$ cat config.mk
export PLATFORM = sky130hd
export DESIGN_NAME = zoom_out_media
export DESIGN_NICKNAME = d
export VERILOG_FILES = /design/src/rtl/zoom_out_media_pkg.sv /design/src/rtl/zoom_out_gerador_end.sv /design/src/rtl/zoom_out_media.sv
export SDC_FILE = /design/constraint.sdc
export NUM_CORES = 1
export LEC_CHECK = 0
export ABC_AREA = 1
export CORE_MARGIN = 8
export CORE_UTILIZATION = 58
export DETAILED_ROUTE_END_ITERATION = 8
export PLACE_DENSITY = 0.78
export SLEW_MARGIN = 0
export SYNTH_ARGS = -nofsm -noshare
export SYNTH_HDL_FRONTEND = slang
export SYNTH_SLANG_ARGS = --single-unit
export TNS_END_PERCENT = 30
$ cat constraint.sdc
create_clock -name clk -period 3.7 [get_ports clk]
set_input_delay 0.74 -clock clk [delete_from_list [all_inputs] [get_ports clk]]
set_output_delay 0.74 -clock clk [all_outputs]
set_load 0.1 [all_outputs]
$ cat src/rtl/zoom_out_media_pkg.sv
// Shared definitions for the zoom paths: default frame geometry, zoom-factor
// encodings, FSM state encoding and a helper mapping the zoom factor to log2(N).
package zoom_out_media_pkg;

  localparam int LARGURA = 320;  // source width in pixels
  localparam int ALTURA  = 240;  // source height in pixels
  localparam int AW      = 17;   // memory address width

  localparam logic [1:0] FZ_1X  = 2'b00;
  localparam logic [1:0] FZ_2X  = 2'b01;
  localparam logic [1:0] FZ_4X  = 2'b10;
  localparam logic [1:0] FZ_RES = 2'b11;  // reserved, behaves as 1x

  typedef enum logic [2:0] {
    OCIOSO  = 3'd0,
    LEITURA = 3'd1,
    ESPERA  = 3'd2,
    ESCRITA = 3'd3,
    FIM     = 3'd4
  } zoom_estado_t;

  // log2 of the reduction factor N (0, 1 or 2).
  function automatic logic [1:0] fator_para_shift(input logic [1:0] fz);
    case (fz)
      FZ_2X:   return 2'd1;
      FZ_4X:   return 2'd2;
      FZ_RES:  return 2'd0;
      default: return 2'd0;
    endcase
  endfunction

endpackage

$ cat src/rtl/zoom_out_gerador_end.sv
// Address generator for the zoom-out path.
// Produces the source read address (row-major inside each NxN block) and the
// destination write address, using only adders and incremental row bases.
// Ports:
//   clk, reset      : clock, synchronous active-high reset
//   carga           : start of a frame, clear all position counters
//   passo_leitura   : one block read issued this cycle, advance within block
//   prep_escrita    : next edge enters the write cycle, present the write address
//   prox_pixel      : write cycle, move to the next destination block
//   sh              : log2(N) latched for the frame
//   rd_addr/wr_addr : registered addresses
//   fim_bloco       : current read is the last of the block
//   fim_quadro      : current block is the last of the frame
module zoom_out_gerador_end #(
  parameter int LARGURA = 320,
  parameter int ALTURA  = 240,
  parameter int AW      = 17
) (
  input  logic          clk,
  input  logic          reset,
  input  logic          carga,
  input  logic          passo_leitura,
  input  logic          prep_escrita,
  input  logic          prox_pixel,
  input  logic [1:0]    sh,
  output logic [AW-1:0] rd_addr,
  output logic [AW-1:0] wr_addr,
  output logic          fim_bloco,
  output logic          fim_quadro
);

  localparam logic [AW-1:0] LARG = AW'(LARGURA);
  localparam logic [AW-1:0] ALT  = AW'(ALTURA);

  logic [1:0]    i_reg, j_reg;
  logic [AW-1:0] xd_reg, yd_reg;
  logic [AW-1:0] row_base_reg;  // first address of the current block row
  logic [AW-1:0] blk_base_reg;  // top-left address of the current block
  logic [AW-1:0] line_reg;      // first address of the current sub-row
  logic [AW-1:0] rd_addr_reg, wr_addr_reg, pix_cnt_reg;

  logic [1:0]    nm1;
  logic [AW-1:0] lw_m1, lh_m1, passo_linha, passo_bloco, prox_base;

  always_comb begin
    nm1 = 2'd0;
    case (sh)
      2'd1:    nm1 = 2'd1;
      2'd2:    nm1 = 2'd3;
      default: nm1 = 2'd0;
    endcase
    lw_m1       = (LARG >> sh) - AW'(1);
    lh_m1       = (ALT >> sh) - AW'(1);
    passo_linha = LARG << sh;        // N source rows
    passo_bloco = AW'(1) << sh;      // N source columns
    prox_base   = (xd_reg == lw_m1) ? (row_base_reg + passo_linha)
                                    : (blk_base_reg + passo_bloco);
  end

  assign fim_bloco  = (i_reg == nm1) && (j_reg == nm1);
  assign fim_quadro = (xd_reg == lw_m1) && (yd_reg == lh_m1);
  assign rd_addr    = rd_addr_reg;
  assign wr_addr    = wr_addr_reg;

  always_ff @(posedge clk) begin
    if (reset) begin
      i_reg        <= '0;
      j_reg        <= '0;
      xd_reg       <= '0;
      yd_reg       <= '0;
      row_base_reg <= '0;
      blk_base_reg <= '0;
      line_reg     <= '0;
      rd_addr_reg  <= '0;
      wr_addr_reg  <= '0;
      pix_cnt_reg  <= '0;
    end else if (carga) begin
      i_reg        <= '0;
      j_reg        <= '0;
      xd_reg       <= '0;
      yd_reg       <= '0;
      row_base_reg <= '0;
      blk_base_reg <= '0;
      line_reg     <= '0;
      rd_addr_reg  <= '0;
      pix_cnt_reg  <= '0;
    end else begin
      if (passo_leitura && !fim_bloco) begin
        if (i_reg == nm1) begin
          i_reg       <= '0;
          j_reg       <= j_reg + 2'd1;
          line_reg    <= line_reg + LARG;
          rd_addr_reg <= line_reg + LARG;
        end else begin
          i_reg       <= i_reg + 2'd1;
          rd_addr_reg <= rd_addr_reg + AW'(1);
        end
      end
      // Takes effect on the edge into the write cycle, so wr_addr only
      // changes together with wr_en.
      if (prep_escrita) begin
        wr_addr_reg <= pix_cnt_reg;
      end
      if (prox_pixel) begin
        pix_cnt_reg <= pix_cnt_reg + AW'(1);
        // After the last block the read address is left untouched so it keeps
        // the last address actually read.
        if (!fim_quadro) begin
          i_reg        <= '0;
          j_reg        <= '0;
          blk_base_reg <= prox_base;
          line_reg     <= prox_base;
          rd_addr_reg  <= prox_base;
          if (xd_reg == lw_m1) begin
            xd_reg       <= '0;
            yd_reg       <= yd_reg + AW'(1);
            row_base_reg <= prox_base;
          end else begin
            xd_reg <= xd_reg + AW'(1);
          end
        end
      end
    end
  end

endmodule

$ cat src/rtl/zoom_out_media.sv
// Zoom-out by block averaging: each NxN source block (N = 1, 2, 4) is summed
// and truncated into one destination pixel, destination written row-major.
// Ports:
//   clk, reset         : clock, synchronous active-high reset
//   start, fator_zoom  : frame request and zoom factor (sampled on acceptance)
//   rd_en, rd_addr     : source read strobe/address; rd_data one cycle later
//   wr_en, wr_addr, wr_data : destination write
//   busy, done         : frame in progress, one-cycle completion pulse
module zoom_out_media #(
  parameter int LARGURA = zoom_out_media_pkg::LARGURA,
  parameter int ALTURA  = zoom_out_media_pkg::ALTURA,
  parameter int AW      = zoom_out_media_pkg::AW
) (
  input  logic          clk,
  input  logic          reset,
  input  logic          start,
  input  logic [1:0]    fator_zoom,
  output logic          rd_en,
  output logic [AW-1:0] rd_addr,
  input  logic [7:0]    rd_data,
  output logic          wr_en,
  output logic [AW-1:0] wr_addr,
  output logic [7:0]    wr_data,
  output logic          busy,
  output logic          done
);

  import zoom_out_media_pkg::*;

  zoom_estado_t state_reg, state_next;
  logic [1:0]   sh_reg;
  logic [11:0]  acc_reg;
  logic         rd_en_d_reg;
  logic [7:0]   wr_data_reg;

  logic         carga, fim_bloco, fim_quadro;
  logic [11:0]  acc_sum, media;

  assign carga = (state_reg == OCIOSO) && start;

  zoom_out_gerador_end #(
    .LARGURA (LARGURA),
    .ALTURA  (ALTURA),
    .AW      (AW)
  ) u_gerador (
    .clk           (clk),
    .reset         (reset),
    .carga         (carga),
    .passo_leitura (state_reg == LEITURA),
    .prep_escrita  (state_reg == ESPERA),
    .prox_pixel    (state_reg == ESCRITA),
    .sh            (sh_reg),
    .rd_addr       (rd_addr),
    .wr_addr       (wr_addr),
    .fim_bloco     (fim_bloco),
    .fim_quadro    (fim_quadro)
  );

  always_comb begin
    state_next = state_reg;
    case (state_reg)
      OCIOSO:  if (start) state_next = LEITURA;
      LEITURA: if (fim_bloco) state_next = ESPERA;
      ESPERA:  state_next = ESCRITA;
      ESCRITA: state_next = fim_quadro ? FIM : LEITURA;
      FIM:     state_next = OCIOSO;
      default: state_next = OCIOSO;
    endcase
  end

  // The final read of a block is still in flight during ESPERA, so the
  // average is taken from the sum including the current rd_data.
  assign acc_sum = acc_reg + {4'd0, rd_data};
  assign media   = acc_sum >> {sh_reg, 1'b0};

  always_ff @(posedge clk) begin
    if (reset) begin
      state_reg   <= OCIOSO;
      sh_reg      <= '0;
      acc_reg     <= '0;
      rd_en_d_reg <= 1'b0;
      wr_data_reg <= '0;
    end else begin
      state_reg   <= state_next;
      rd_en_d_reg <= (state_reg == LEITURA);
      if (carga) begin
        sh_reg <= fator_para_shift(fator_zoom);
      end
      if (carga || ((state_reg == ESCRITA) && !fim_quadro)) begin
        acc_reg <= '0;
      end else if (rd_en_d_reg) begin
        acc_reg <= acc_sum;
      end
      if (state_reg == ESPERA) begin
        wr_data_reg <= media[7:0];
      end
    end
  end

  assign rd_en   = (state_reg == LEITURA);
  assign wr_en   = (state_reg == ESCRITA);
  assign wr_data = wr_data_reg;
  assign busy    = (state_reg != OCIOSO);
  assign done    = (state_reg == FIM);

endmodule
==> results.sh, run 1 <==
export IMPL_run_status="complete, no violations"
export IMPL_grt_ovfl_total=0
export IMPL_cts_resized=0
export IMPL_postCtsHoldBufs=0
export IMPL_max_stage_delay_ps=400
export IMPL_antenna_found_initial=0
export IMPL_port_buffers=58
export IMPL_drv_cap=0
export IMPL_cp_required_ps=4000
export IMPL_start_util_pct=59.36
export IMPL_min_path_type="reg2reg"
export IMPL_finalCriticalPeriod_ps=3158
export IMPL_die_w_microns=143.5
export IMPL_yosys_register_bits=166
export IMPL_core_sq_um=15890
export IMPL_insertion_delay_ps=440
export IMPL_clk_pin_slew_ps=70
export IMPL_irDropWorstVdd_mv=0.4145
export IMPL_tightest_slew_ps=1069
export IMPL_wl_per_cell_microns=14.52
export IMPL_cts_buffers=17
export IMPL_synth_yosys_seq_area_share_pct=35.24
export IMPL_dieArea_sq_um=20590
export IMPL_drt_iter0_drc=657
export IMPL_endpoint_kind="flip-flop"
export IMPL_antenna_cells=0
export IMPL_syn_to_final_growth_pct=13.67
export IMPL_rsz0062_at_grt="false"
export IMPL_cellInternalPower_mw=3.074
export IMPL_track_usage_pct=24.41
export IMPL_crit_slowest_cell="fa_1"
export IMPL_fill_cells=1408
export IMPL_clkPwrFrac_pct=34.3
export IMPL_cts_tree="yes"
export IMPL_fin_crit_sh_pct=85.36
export IMPL_layout_drive_gt1_share_pct=5.790
export IMPL_final_hold_viol_count=0
export IMPL_comb_power_share_pct=26.3
export IMPL_grt_pass1_wl_microns=40830
export IMPL_ys_warn_count=0
export IMPL_arrival_ps=3460
export IMPL_postCtsSetupBuffers=0
export IMPL_max_freq_mhz=316.6
export IMPL_syn_inst=1405
export IMPL_postRouteAntennaNets=0
export IMPL_vias=9218
export IMPL_fp_dieH_microns=143.5
export IMPL_synth_flop_cell="dfxtp_1"
export IMPL_cp_startpoint="sh_reg[0]$_SDFFE_PP0P_"
export IMPL_maxSlewHeadroom_pct=28.66
export IMPL_finalSetupViolations=0
export IMPL_crit_fanout=20
export IMPL_ff_latch_area_sq_um=3323
export IMPL_routed_wl_microns=24460
export IMPL_grt_pass1_vias=8560
export IMPL_reg2reg_from="sh_reg[0]$_SDFFE_PP0P_"
export IMPL_tns_ps=0
export IMPL_crit_type="reg2reg"
export IMPL_io_pins=59
export IMPL_fin_hold_ws_ps=425.8
export IMPL_syn_area_per_cell_sq_um=6.711
export IMPL_row_count=46
export IMPL_syn_num_nets=1452
export IMPL_synth_area_sq_um=9429
export IMPL_cts_sinks=166
export IMPL_hpwl_microns=17920
export IMPL_ys_types=51
export IMPL_drc=0
export IMPL_multi_input_comb_area_sq_um=5299
export IMPL_finalClockSkew_ps=9.398
export IMPL_drv_slew=0
export IMPL_via_per_inst=5.474
export IMPL_htreeDepth=4
export IMPL_sw_frac_of_total_pct=37.66
export IMPL_cp_start_kind="flip-flop"
export IMPL_clockBufferDepth=2
export IMPL_place_gp_congestion=0.9325
export IMPL_leakagePower_nw=4.313
export IMPL_fin_nets=1502
export IMPL_clock_root_buffer="clkbuf_16"
export IMPL_ys_async_sr_fraction_pct=0
export IMPL_hp_start="u_gerador.row_base_reg[1]$_SDFFE_PP0P_"
export IMPL_drt_pass1_iterations=5
export IMPL_power_density_nw_per_um2=460.1
export IMPL_p_switching_mw=1.857
export IMPL_grt_start_max_net_pins=42
export IMPL_critPathMostFrequentCell="nand2_1"
export IMPL_crit_chain="inv_4, ha_1, ha_1, inv_1, fa_1, o21ai_0, nand2_1, nor3_1, nand2_1, nand2_1, nand2_1, nand2_1, o21ai_0, nand2_1, o21ai_1"
export IMPL_synth_edf_count=0
export IMPL_p_seq_share_pct=39.4
==> through the flow <==
stage	utilization [%]	worst slack, ps	total power [mW]	std cells	instance area [sq um]
finish	67.47	541.6	4.932	1684	10720
CTS	67.47	545.4	4.949	1684	10720
detailed placement	63.99	575.3	3.267	1652	10160
floorplan	-	501.7	2.966	1405	9429
global placement	63.99	639.7	3.256	1652	10160
global route	67.47	227.9	5.139	1684	10720
==> per-layer routing <==
layer	up-vias	GRT usage, %	part of all wire, %	wire, microns
met2	258	41.26	47	11480
met1	4189	30.29	45	11080
met4	0	8.246	2.1	506
met3	39	5.076	5.7	1391
li1	4732	-	-	-
met5	-	0	0	0
==> power groups by stage <==
| stage | combinational, mW | clock [mW] | sequential, mW |
|---|---|---|---|
| 2_1_floorplan | 0.622 | 0 | 2.34 |
| 3_3_place_gp | 1.28 | 0 | 1.98 |
| 3_5_place_dp | 1.29 | 0 | 1.98 |
| 4_1_cts | 1.30 | 1.71 | 1.94 |
| 5_1_grt | 1.39 | 1.80 | 1.95 |
| 6_report | 1.30 | 1.69 | 1.94 |
==> final timing paths <==
check / to / slack, ps / cells past startpoint
setup / recovery: u_gerador.blk_base_reg[16]$_SDFFE_PP0P_ / 540 / 15
hold / removal: u_gerador.row_base_reg[1]$_SDFFE_PP0P_ / 430 / 2
setup reg to reg: u_gerador.blk_base_reg[16]$_SDFFE_PP0P_ / 540 / 15
hold reg to reg: u_gerador.row_base_reg[1]$_SDFFE_PP0P_ / 430 / 2
==> cells in the mapped netlist (4+ instances only) <==
| library cell | n | area, sq um |
|---|---|---|
| nand4_1 | 40 | 250.2 |
| o22ai_1 | 5 | 31.28 |
| nor2_1 | 140 | 525.5 |
| nor3_1 | 34 | 170.2 |
| nand3_1 | 120 | 600.6 |
| dfxtp_1 | 166 | 3323 |
| ha_1 | 31 | 387.9 |
| o21ai_0 | 89 | 445.4 |
| inv_1 | 150 | 563.0 |
| a21oi_1 | 86 | 430.4 |
| nor2_2 | 5 | 31.28 |
| inv_2 | 6 | 22.52 |
| clkbuf_1 | 16 | 60.06 |
| xnor2_1 | 17 | 148.9 |
| nand2_2 | 4 | 25.02 |
| o211ai_1 | 7 | 52.55 |
| o221ai_1 | 4 | 35.03 |
| o21ai_1 | 25 | 125.1 |
| nand3b_1 | 5 | 37.54 |
| xor2_1 | 30 | 262.8 |
| or2_2 | 5 | 31.28 |
| nand2_1 | 356 | 1336 |
| nor2_4 | 4 | 45.04 |
| buf_4 | 4 | 30.03 |
| buf_2 | 14 | 70.07 |
==> placed cells by master, fill, tap and decap left out, types with 4 or more instances in the layout <==
cell type	Yosys	routed
inv_1	150	150
nand2_1	356	356
o22ai_1	5	5
o221ai_1	4	4
inv_2	6	6
o211ai_1	7	7
o21ai_0	89	89
clkbuf_16	0	17
nand3b_1	5	5
xor2_1	30	30
nor2_2	5	5
ha_1	31	31
nor2_4	4	4
nand3_1	120	120
dfxtp_1	166	166
nand2_2	4	4
nor2_1	140	140
nand4_1	40	40
a21oi_1	86	86
inv_6	0	4
xnor2_1	17	17
or2_2	5	5
o21ai_1	25	25
clkdlybuf4s50_1	0	54
nor3_1	34	34
buf_4	4	18
clkinvlp_4	0	5
==> kinds of logic (layout without fill, tap and decap cells) <==
group	Yosys count	in the layout	share of synthesized area (%)
compound gates	229	229	13.00
mux	1	1	0.1062
xor+xnor	47	47	4.366
simple gates	729	729	33.97
flops	166	166	35.24
buf+inv	199	262	8.559
fa+ha+maj	34	34	4.751
==> area by class of cell <==
class | count | area share (%)
Tap cell | 216 | 2.522
Clock buffer | 18 | 4.098
Clock inverter | 14 | 1.062
Timing Repair Buffer | 72 | 6.304
Sequential cell | 166 | 31.01
Multi-Input combinational cell | 1040 | 49.44
Inverter | 158 | 5.569
==> critical path, delay by kind of cell (launching register included) <==
kind	cells	cell delay, ps
simple gates	7	930
compound gates	3	420
fa+ha+maj	3	1050
buf+inv	2	280
flops	1	340
Note: power is estimated with default switching activity, not from simulation.
==> run 2: changes to the inputs <==
--- a/config.mk
+++ b/config.mk
@@ -6,7 +6,7 @@
 export NUM_CORES = 1
 export LEC_CHECK = 0
 export ABC_AREA = 1
-export CORE_MARGIN = 8
+export CORE_MARGIN = 3
 export CORE_UTILIZATION = 58
 export DETAILED_ROUTE_END_ITERATION = 8
 export PLACE_DENSITY = 0.78
==> results.sh, run 2 (synthesized netlist as in run 1, its figures left out) <==
export IMPL_leakagePower_nw=4.354
export IMPL_ff_latch_area_sq_um=3323
export IMPL_crit_type="reg2reg"
export IMPL_multi_input_comb_area_sq_um=5304
export IMPL_total_power_mw=5.117
export IMPL_max_freq_mhz=304.9
export IMPL_drv_slew=0
export IMPL_antenna_found_initial=0
export IMPL_grt_pass1_wl_microns=41280
export IMPL_hp_start="u_gerador.row_base_reg[1]$_SDFFE_PP0P_"
export IMPL_tns_ps=0
export IMPL_endpoint_kind="flip-flop"
export IMPL_rsz0062_at_grt="false"
export IMPL_fin_crit_sh_pct=88.65
export IMPL_drc=0
export IMPL_tightest_slew_ps=1037
export IMPL_grtUsageMet1_pct=36.96
export IMPL_die_w_microns=133.5
export IMPL_final_area_sq_um=10780
export IMPL_crit_fanout=20
export IMPL_clk_pin_slew_ps=70
export IMPL_cts_resized=0
export IMPL_place_gp_congestion=0.9454
export IMPL_insertion_delay_ps=440
export IMPL_io_pins=59
export IMPL_cp_start_kind="flip-flop"
export IMPL_use_met2_pct=46.13
export IMPL_drt_pass1_iterations=6
export IMPL_min_path_type="reg2reg"
export IMPL_postCtsHoldBufs=0
export IMPL_irDropWorstVdd_mv=0.4389
export IMPL_antenna_cells=0
export IMPL_reg2reg_from="sh_reg[0]$_SDFFE_PP0P_"
export IMPL_cts_sinks=166
export IMPL_port_buffers=58
export IMPL_cts_tree="yes"
export IMPL_met3_usage_pct=5.098
export IMPL_htreeDepth=4
export IMPL_core_sq_um=15540
export IMPL_dieArea_sq_um=17820
export IMPL_power_density_nw_per_um2=474.9
export IMPL_maxSlewHeadroom_pct=30.78
export IMPL_finalClockSkew_ps=9.614
export IMPL_final_hold_viol_count=0
export IMPL_grt_busiest_layer="met2"
export IMPL_fill_cells=1326
export IMPL_final_common_cell="nand2_1"
export IMPL_cts_buffers=17
export IMPL_syn_to_final_growth_pct=14.28
export IMPL_finalSetupViolations=0
export IMPL_drv_cap=0
export IMPL_grt_pass1_vias=8752
export IMPL_run_status="complete, no violations"
export IMPL_fp_dieH_microns=133.5
export IMPL_arrival_ps=3630
export IMPL_postCtsSetupBuffers=0
export IMPL_start_util_pct=60.68
export IMPL_layout_drive_gt1_share_pct=5.794
export IMPL_grt_ovfl_total=0
export IMPL_layout_common_cells="nand2_1, dfxtp_1, inv_1, nor2_1, nand3_1"
export IMPL_routed_wl_microns=24680
export IMPL_finalCriticalPeriod_ps=3280
export IMPL_cp_startpoint="sh_reg[0]$_SDFFE_PP0P_"
export IMPL_placed_cell_area_sq_um=10150
export IMPL_wl_per_cell_microns=14.71
export IMPL_fin_nets=1501
export IMPL_row_count=45
export IMPL_vias=9353
export IMPL_track_usage_pct=27.86
export IMPL_grt_start_max_net_pins=42
export IMPL_drt_iter0_drc=761
export IMPL_clock_root_buffer="clkbuf_16"
export IMPL_clockBufferDepth=2
export IMPL_fin_hold_ws_ps=431.7
export IMPL_cp_required_ps=4050
export IMPL_hpwl_microns=18040
export IMPL_via_per_inst=5.574
export IMPL_postRouteAntennaNets=0
-- run 2: report_power, final --
group / internal (mW) / switching (mW) / leakage [nW] / total, mW
Clock: 1.08 / 0.799 / 0.304 / 1.88
Combinational: 0.307 / 0.986 / 2.71 / 1.29
Sequential: 1.87 / 0.0740 / 1.34 / 1.94
Total: 3.26 / 1.86 / 4.35 / 5.12
-- run 2: critical path, cell delays in order, from the launching register on --
cell,delay (ps)
dfxtp_1,520
inv_4,170
ha_1,340
nor2_4,220
nand3_4,130
nand2_1,100
nand2_2,90
nand4_4,110
buf_4,220
nor2_2,60
nor2_1,630
inv_1,350
o21ai_0,250
-- run 2: through the flow --
| stage | util [%] | setup slack, ps | instances |
|---|---|---|---|
| 6_report | 69.34 | 420.1 | 1678 |
| 5_1_grt | 69.34 | 149.0 | 1678 |
| 4_1_cts | 69.31 | 356.9 | 1678 |
| 3_5_place_dp | 65.32 | 385.5 | 1646 |
| 3_3_place_gp | 65.32 | 497.6 | 1646 |
| 2_1_floorplan | - | 501.7 | 1405 |
-- run 2: metal layers --
layer  up-vias  routed length (microns)
met4         0                      494
met2       304                    11460
li1       4707                        -
met3        45                     1392
met5         -                        0
met1      4297                    11330
-- run 2: path summary, 6_finish.rpt --
check / endpoint / slack [ps] / cells after the start
max reg2reg: u_gerador.row_base_reg[15]$_SDFFE_PP0P_ / 420 / 12
max: u_gerador.row_base_reg[15]$_SDFFE_PP0P_ / 420 / 12
min: u_gerador.row_base_reg[1]$_SDFFE_PP0P_ / 430 / 2
min reg2reg: u_gerador.row_base_reg[1]$_SDFFE_PP0P_ / 430 / 2
-- run 2: final cells by class --
| cell class | count | share of cell area (%) |
|---|---|---|
| clock buffer | 17 | 3.948 |
| multi-input combinational | 1040 | 49.22 |
| clock inverter | 15 | 1.800 |
| tap | 211 | 2.450 |
| timing repair buffer | 71 | 6.201 |
| inverter | 158 | 5.539 |
| sequential | 166 | 30.84 |
